File: src/rtl/zl_ts_null_insert.sv
// MPEG-TS null-packet inserter: passes whole 188-byte packets from a show-ahead FIFO when a full
// packet is buffered, otherwise emits a null packet (PID 0x1FFF) to keep the output rate constant.
module zl_ts_null_insert #(
  parameter int unsigned Addr_width = 10
) (
  input  logic                  clk,
  input  logic                  rst,
  input  logic                  in_req,
  output logic                  in_ack,
  input  logic [7:0]            in_data,
  input  logic [Addr_width-1:0] fifo_used,
  output logic                  out_req,
  input  logic                  out_ack,
  output logic [7:0]            out_data,
  output logic                  out_sop,
  output logic [15:0]           null_cnt,
  output logic [15:0]           drop_cnt
);

  localparam logic [7:0]  SyncByte = 8'h47;
  localparam logic [7:0]  LastIdx  = 8'd187;
  localparam int unsigned PktLen   = 188;
  localparam logic [15:0] CntMax   = 16'hFFFF;

  typedef enum logic [1:0] {StIdle, StPass, StNull} state_e;

  state_e      state_q, state_d;
  logic [7:0]  byte_idx_q, byte_idx_d;
  logic [15:0] null_cnt_q, null_cnt_d;
  logic [15:0] drop_cnt_q, drop_cnt_d;
  logic        pkt_ready;
  logic [7:0]  null_data;

  assign pkt_ready = (64'(fifo_used) >= 64'(PktLen));

  // Null packet: sync, PID 0x1FFF, payload-only adaptation field control, CC 0, then 0xFF stuffing.
  always_comb begin
    null_data = 8'hFF;
    unique case (byte_idx_q)
      8'd0:    null_data = SyncByte;
      8'd1:    null_data = 8'h1F;
      8'd2:    null_data = 8'hFF;
      8'd3:    null_data = 8'h10;
      default: null_data = 8'hFF;
    endcase
  end

  // Handshake outputs are combinational so PASS forwards bytes with zero latency.
  always_comb begin
    in_ack   = 1'b0;
    out_req  = 1'b0;
    out_data = null_data;
    out_sop  = 1'b0;
    if (!rst) begin
      unique case (state_q)
        StIdle: begin
          in_ack = pkt_ready && in_req && (in_data != SyncByte);
        end
        StPass: begin
          out_req  = in_req;
          out_data = in_data;
          in_ack   = in_req && out_ack;
          out_sop  = (byte_idx_q == 8'd0);
        end
        StNull: begin
          out_req = 1'b1;
          out_sop = (byte_idx_q == 8'd0);
        end
        default: begin
          in_ack  = 1'b0;
          out_req = 1'b0;
        end
      endcase
    end
  end

  always_comb begin
    state_d    = state_q;
    byte_idx_d = byte_idx_q;
    null_cnt_d = null_cnt_q;
    drop_cnt_d = drop_cnt_q;
    unique case (state_q)
      StIdle: begin
        byte_idx_d = 8'd0;
        if (!pkt_ready) begin
          state_d = StNull;
        end else if (in_req) begin
          if (in_data == SyncByte) begin
            state_d = StPass;
          end else if (drop_cnt_q != CntMax) begin
            drop_cnt_d = drop_cnt_q + 16'd1;
          end
        end
      end
      StPass: begin
        if (in_ack) begin
          if (byte_idx_q == LastIdx) begin
            state_d    = StIdle;
            byte_idx_d = 8'd0;
          end else begin
            byte_idx_d = byte_idx_q + 8'd1;
          end
        end
      end
      StNull: begin
        if (out_ack) begin
          if (byte_idx_q == LastIdx) begin
            state_d    = StIdle;
            byte_idx_d = 8'd0;
            if (null_cnt_q != CntMax) begin
              null_cnt_d = null_cnt_q + 16'd1;
            end
          end else begin
            byte_idx_d = byte_idx_q + 8'd1;
          end
        end
      end
      default: begin
        state_d    = StIdle;
        byte_idx_d = 8'd0;
      end
    endcase
  end

  always_ff @(posedge clk) begin
    if (rst) begin
      state_q    <= StIdle;
      byte_idx_q <= 8'd0;
      null_cnt_q <= 16'd0;
      drop_cnt_q <= 16'd0;
    end else begin
      state_q    <= state_d;
      byte_idx_q <= byte_idx_d;
      null_cnt_q <= null_cnt_d;
      drop_cnt_q <= drop_cnt_d;
    end
  end

  assign null_cnt = null_cnt_q;
  assign drop_cnt = drop_cnt_q;

endmodule

File: config.mk
export PLATFORM = sky130hd
export DESIGN_NAME = zl_ts_null_insert
export DESIGN_NICKNAME = d
export VERILOG_FILES = /design/src/rtl/zl_ts_null_insert.sv
export SDC_FILE = /design/constraint.sdc
export NUM_CORES = 1
export LEC_CHECK = 0
export ABC_AREA = 1
export BUFFER_PORTS_ARGS = -buffer_cell sky130_fd_sc_hd__buf_4
export CAP_MARGIN = 10
export CORE_UTILIZATION = 50
export CTS_BUF_LIST = sky130_fd_sc_hd__clkbuf_8 sky130_fd_sc_hd__clkbuf_16
export DETAILED_ROUTE_END_ITERATION = 6
export GPL_TIMING_DRIVEN = 0
export PLACE_DENSITY = 0.79
export SLEW_MARGIN = 20
export SYNTH_ARGS = -nofsm -noshare
export SYNTH_HDL_FRONTEND = slang
export SYNTH_SLANG_ARGS = --single-unit
File: constraint.sdc
create_clock -name clk -period 2.3 [get_ports clk]
set_input_delay 0.115 -clock clk [delete_from_list [all_inputs] [get_ports clk]]
set_output_delay 0.115 -clock clk [all_outputs]
set_load 0.02 [all_outputs]
Word level (Yosys, flattened, before mapping)

Cells that the tools add are included.

Register bits: 42
Bits of input ports: 22
Output and inout bits: 43
Logic and storage cells: 52

Add/sub/neg operators: 3
$lt $le $gt $ge: 1
Eq/ne operators: 13
Muxes and demuxes: 20
Bitwise logic cells: 1
Reduce and logical (&&, ||, !) cells: 10

Operators by type and width:

| operator                                                           | count |
|---|---|
| 2-to-1 mux 8 bit                                                   | 5 |
| adder 16 x 1 -> 16 bit, second input constant                      | 2 |
| inequality test 16 bit, second input constant                      | 2 |
| case mux 8 bit (3 select lines)                                    | 1 |
| case mux 8 bit (2 select lines)                                    | 1 |
| 2-to-1 mux 2 bit                                                   | 6 |
| greater-or-equal comparator 10 x 8 -> 1 bit, second input constant | 1 |
| adder 8 x 1 -> 8 bit, second input constant                        | 1 |
| equality test 8 x 1 -> 1 bit, second input constant                | 1 |
| equality test 8 x 2 -> 1 bit, second input constant                | 1 |
| equality test 8 x 7 -> 1 bit, second input constant                | 1 |
| equality test 8 bit, second input constant                         | 1 |
| logical NOT 8 bit                                                  | 1 |
| inequality test 8 x 7 -> 1 bit, second input constant              | 1 |
| AND reduction 4 bit                                                | 2 |
| inequality test 3 bit, second input constant                       | 2 |
| case mux 2 bit (3 select lines)                                    | 1 |
| AND reduction 5 bit                                                | 1 |
| 2-to-1 mux 1 bit                                                   | 4 |
| inequality test 2 bit, second input constant                       | 2 |
| case mux 1 bit (2 select lines)                                    | 2 |
| logical AND 1 bit                                                  | 3 |
| equality test 2 x 1 -> 1 bit, second input constant                | 1 |
| equality test 2 bit, second input constant                         | 1 |
| 4 further kinds                                                    | 4 |

Depth between registers and ports, before layout

Depth in word-level cells: 7
Mapped depth: 13
Mapped depth without buffers: 13

Least setup slack after synthesis

OpenSTA, ideal clock, no wires.

Kind: register to register
From: reg null_cnt_q[0], in the netlist null_cnt[0]
To: reg null_cnt_q[0], in the netlist null_cnt[0]
Setup time: 0.131 ns
Data arrival time: 1.642 ns
Path slack: 0.527 ns
Stages on the path, launching flop included: 10
Buffers on the path: 1
Clock period less this slack: 1.773 ns
Cells stage by stage: dfxtp_1 > ha_1 > nand3_1 > nor2_1 > nand2_2 > nand2_4 > inv_2 > buf_6 > o21ai_2 > a21oi_2

Cells in the longest elaborated chain, start to end: 2
Elaborated cells on any way between the ends: 3
Classes of those cells: add/sub (1); eq/ne (1); reduce/logical (1)

Ends and longest elaborated chain:

| item                                                           | line | RTL |
|---|---|---|
| start: declaration                                             | 29   | `logic [15:0] null_cnt_q, null_cnt_d;` |
| start signal: assignment                                       | 134  | `null_cnt_q <= null_cnt_d;` |
| branches (longest 2 deep; another with adder 16 x 1 -> 16 bit) | --   |  |

Parallel ways; which one is timed is not known.
A chain may end at the register's enable or synchronous reset.

Worst setup path after layout

From: reg byte_idx_q[5]
To: out out_data[0]

Cells in the longest elaborated chain, start to end: 4
Elaborated cells on any way between the ends: 6
Classes of those cells: eq/ne (2); mux (3); reduce/logical (1)

Ends and longest elaborated chain:

| item                                                 | line | RTL |
|---|---|---|
| start: declaration                                   | 28   | `logic [7:0] byte_idx_q, byte_idx_d;` |
| start signal: assignment                             | 133  | `byte_idx_q <= byte_idx_d;` |
| equality test 8 x 2 -> 1 bit (tied with other cells) | 39   | `unique case (byte_idx_q)` |
| case mux 8 bit (3 select lines) *                    | 39   |  |
| 2-to-1 mux 8 bit                                     | 55   | `unique case (state_q)` |
| 2-to-1 mux 8 bit *                                   | 54   | `if (!rst) begin` |
| end: declaration                                     | 14   | `output logic [7:0] out_data,` |

Mark *: on every way between the ends. The rest lies on a longest branch, timed or not.

==> reports/metrics.cfg <==
[finish]
drive_above_1_share_pct = 24.31
fillers = 485
syn_to_final_growth_pct = 24.03
antenna_cells = 0
nNetsFinal = 498

[critical_path]
critPathMaxFanout = 6
cp-end-kind = output port
path_class = reg2out
cp.required_ns = 2.18
start_kind = register
arrival_ns = 1.98

[routing]
routed_wl_mm = 6.466
drc = 0
wl_per_cell_um = 12.00
first_pass_iters = 4
num_vias = 2818
viasPerCell = 5.228
ant_nets = 0
dr.first_iter.drc_count = 102

[synthesis]
synthesis.nets = 430
yosysSeqAreaShare_pct = 30.81
synth_most_common_cell = nand2_1
netlist_area_sq_um = 2729
ys_top_cells_by_area = dfxtp_1, nand2_1, inv_1
syn_area_per_cell_sq_um = 6.822
yosysWarnings = 0
synth_edf_count = 0
synth_ff_type = dfxtp_1
synth_cell_types = 35
yosysTopAreaCell = dfxtp_1
synth_top_area_share_pct = 30.81
syn_inst = 400
synth_commonest_cells = nand2_1, inv_1, dfxtp_1, nor2_1, a21oi_1
synth_seq_cells = 42
synthArstFlopShare_pct = 0

[timing]
setup_tns_ns = 0
finalCritPeriodShare_pct = 91.28
timing.final.crit_period_ns = 2.100
rsz0062_at_grt = false
maxSlewHeadroom_pct = 58.86
fin_skew_ns = 0.01059
max_clock_freq_ghz = 0.4763
hold_viol = 0
drv_slew = 0
fin_ws_ns = 0.2005
finalSetupViolCount = 0
worstMarginPinSlew_ns = 0.6171

[place]
port_buffers = 61
hpwl_mm = 4.913
gp_congestion = 0.8913
dp_slack_ns = 0.4255

[flow_run]
cap_violations = 0

[clocking]
post_cts_buffers = 0
clk_latency_ns = 0.30
clk_pin_slew_ns = 0.09
cts_resized = 0
hold_buffers = 0
cts_made_buffers = 5
clockBufferDepth = 2
cts.sinks = 42
htree_levels = 2
cts_tree = yes
root_buffer = clkbuf_8

[power_and_ir_drop]
leakagePower_uw = 0.001454
p_int_uw = 1353
p_switching_uw = 761.6
p_seq_share_pct = 37.3
ir_drop_v = 0.0004499
p_per_area_nw_per_um2 = 624.7
clkPwrFrac_pct = 28.0
switching_share_pct = 36.02
share_comb_of_total_power_pct = 34.6

[run_status]
status = complete, no violations

[global_routing]
overflow = 0
grt_max_degree = 14
grt_first_pass_wirelength_mm = 10.29
grt_pass1_vias = 2404
track_usage_pct = 23.24
antenna_found_initial = 0

[floorplanning]
core.rowCount = 26
dieArea_sq_um = 5757
die_h_um = 75.88
start_util_pct = 52.76
core_area_sq_um = 5172
die_width_um = 75.88
io_pins = 65

[hold_path]
hold_class = in2reg

sequential cells by signal, indices dropped and copies added, names as in the netlist:
| name | cells |
|---|---|
| drop_cnt | 16 |
| null_cnt | 16 |
| byte_idx_q | 8 |
| state_q | 2 |
metal layers:
metal,GRT usage [%],wire length (um),vias to the layer above
li1,-,-,1436
met1,29.14,2854,1292
met2,40.71,3123,83
met3,4.101,422,7
met4,6.584,65,0
met5,0,0,-
metrics by stage:
step                      hold WS [ns]  util, %  instances  cell area (sq um)  total power [uW]
after floorplan                 0.4119        -        400               2729              1291
after global placement          0.4644    63.30        531               3274              1524
after detailed placement        0.4649    63.30        531               3274              1540
after CTS                       0.2999    65.43        539               3385              2121
after global routing            0.3341    65.43        539               3385              2246
final                           0.2992    65.43        539               3385              2114
power by group through the flow:
stage                     Clock [uW]  Sequential, uW  Combinational, uW
after global placement             0             803                721
after CTS                        597             789                734
after global routing             626             794                826
after floorplan                    0             809                482
after detailed placement           0             807                733
final                            593             789                732
cell families after synthesis:
family,after synthesis,synth area share [%]
AOI/OAI and AO/OA,63,13.66
adders and majority gates,8,3.668
DFF,42,30.81
xor gates and xnor gates,15,4.814
and+or+nand+nor,205,36.68
buffers and inverters,67,10.36
final cells by class:
cell class | instances | area (sq um) | share of cell area, %
clock inverters | 3 | 41.29 | 1.220
repair buffers | 61 | 457.9 | 13.53
multi-input cells | 291 | 1605 | 47.43
plain buffers | 9 | 60.06 | 1.774
flip-flops and latches | 42 | 840.8 | 24.84
well taps | 70 | 87.58 | 2.588
clock buffers | 5 | 68.82 | 2.033
inverters | 58 | 222.7 | 6.580
placed cells by master (no fill, tap or decap), types with 2 or more instances in the layout:
master | Yosys | layout
a21oi_2 | 9 | 9
nand2_1 | 83 | 83
dfxtp_1 | 42 | 42
nand2_4 | 3 | 3
nor4_1 | 9 | 9
o21bai_1 | 3 | 3
o21ai_0 | 16 | 16
nor3b_2 | 2 | 2
nor2_4 | 3 | 3
ha_1 | 8 | 8
a21oi_1 | 27 | 27
nand4_1 | 8 | 8
xor2_1 | 10 | 10
and3_1 | 3 | 3
nand3_2 | 2 | 2
xnor2_1 | 5 | 5
inv_1 | 54 | 55
inv_2 | 3 | 3
o21ai_1 | 4 | 4
clkbuf_8 | 0 | 5
nor3_1 | 12 | 12
nor3_2 | 3 | 3
nand2_2 | 8 | 8
nand3_1 | 25 | 25
nor2_2 | 5 | 5
nor2_1 | 38 | 38
clkbuf_1 | 5 | 5
buf_4 | 2 | 63
critical path, cell delays in order, from the launching register on:
cell and delay [ns]:
dfxtp_1 0.38, nor4_1 0.33, nand2_1 0.12, inv_1 0.11
o21ai_0 0.11, nor3_1 0.20, nand2_1 0.12, o21ai_0 0.10
inv_1 0.06, buf_4 0.15
worst paths after layout:
| path | startpoint | end | slack (ns) | depth (start not counted) |
|---|---|---|---|---|
| worst max-delay path | byte_idx_q[5]$_SDFFE_PP0P_ | out_data[0] | 0.20 | 9 |
| worst max register to register | byte_idx_q[0]$_SDFFE_PP0P_ | null_cnt[8]$_SDFFE_PP0P_ | 0.40 | 12 |
| worst min-delay path | in_req | state_q[0]$_SDFFE_PP0P_ | 0.30 | 5 |
| worst min register to register | drop_cnt[4]$_SDFFE_PP0P_ | drop_cnt[4]$_SDFFE_PP0P_ | 0.47 | 2 |
(Power assumes the default switching activity.)
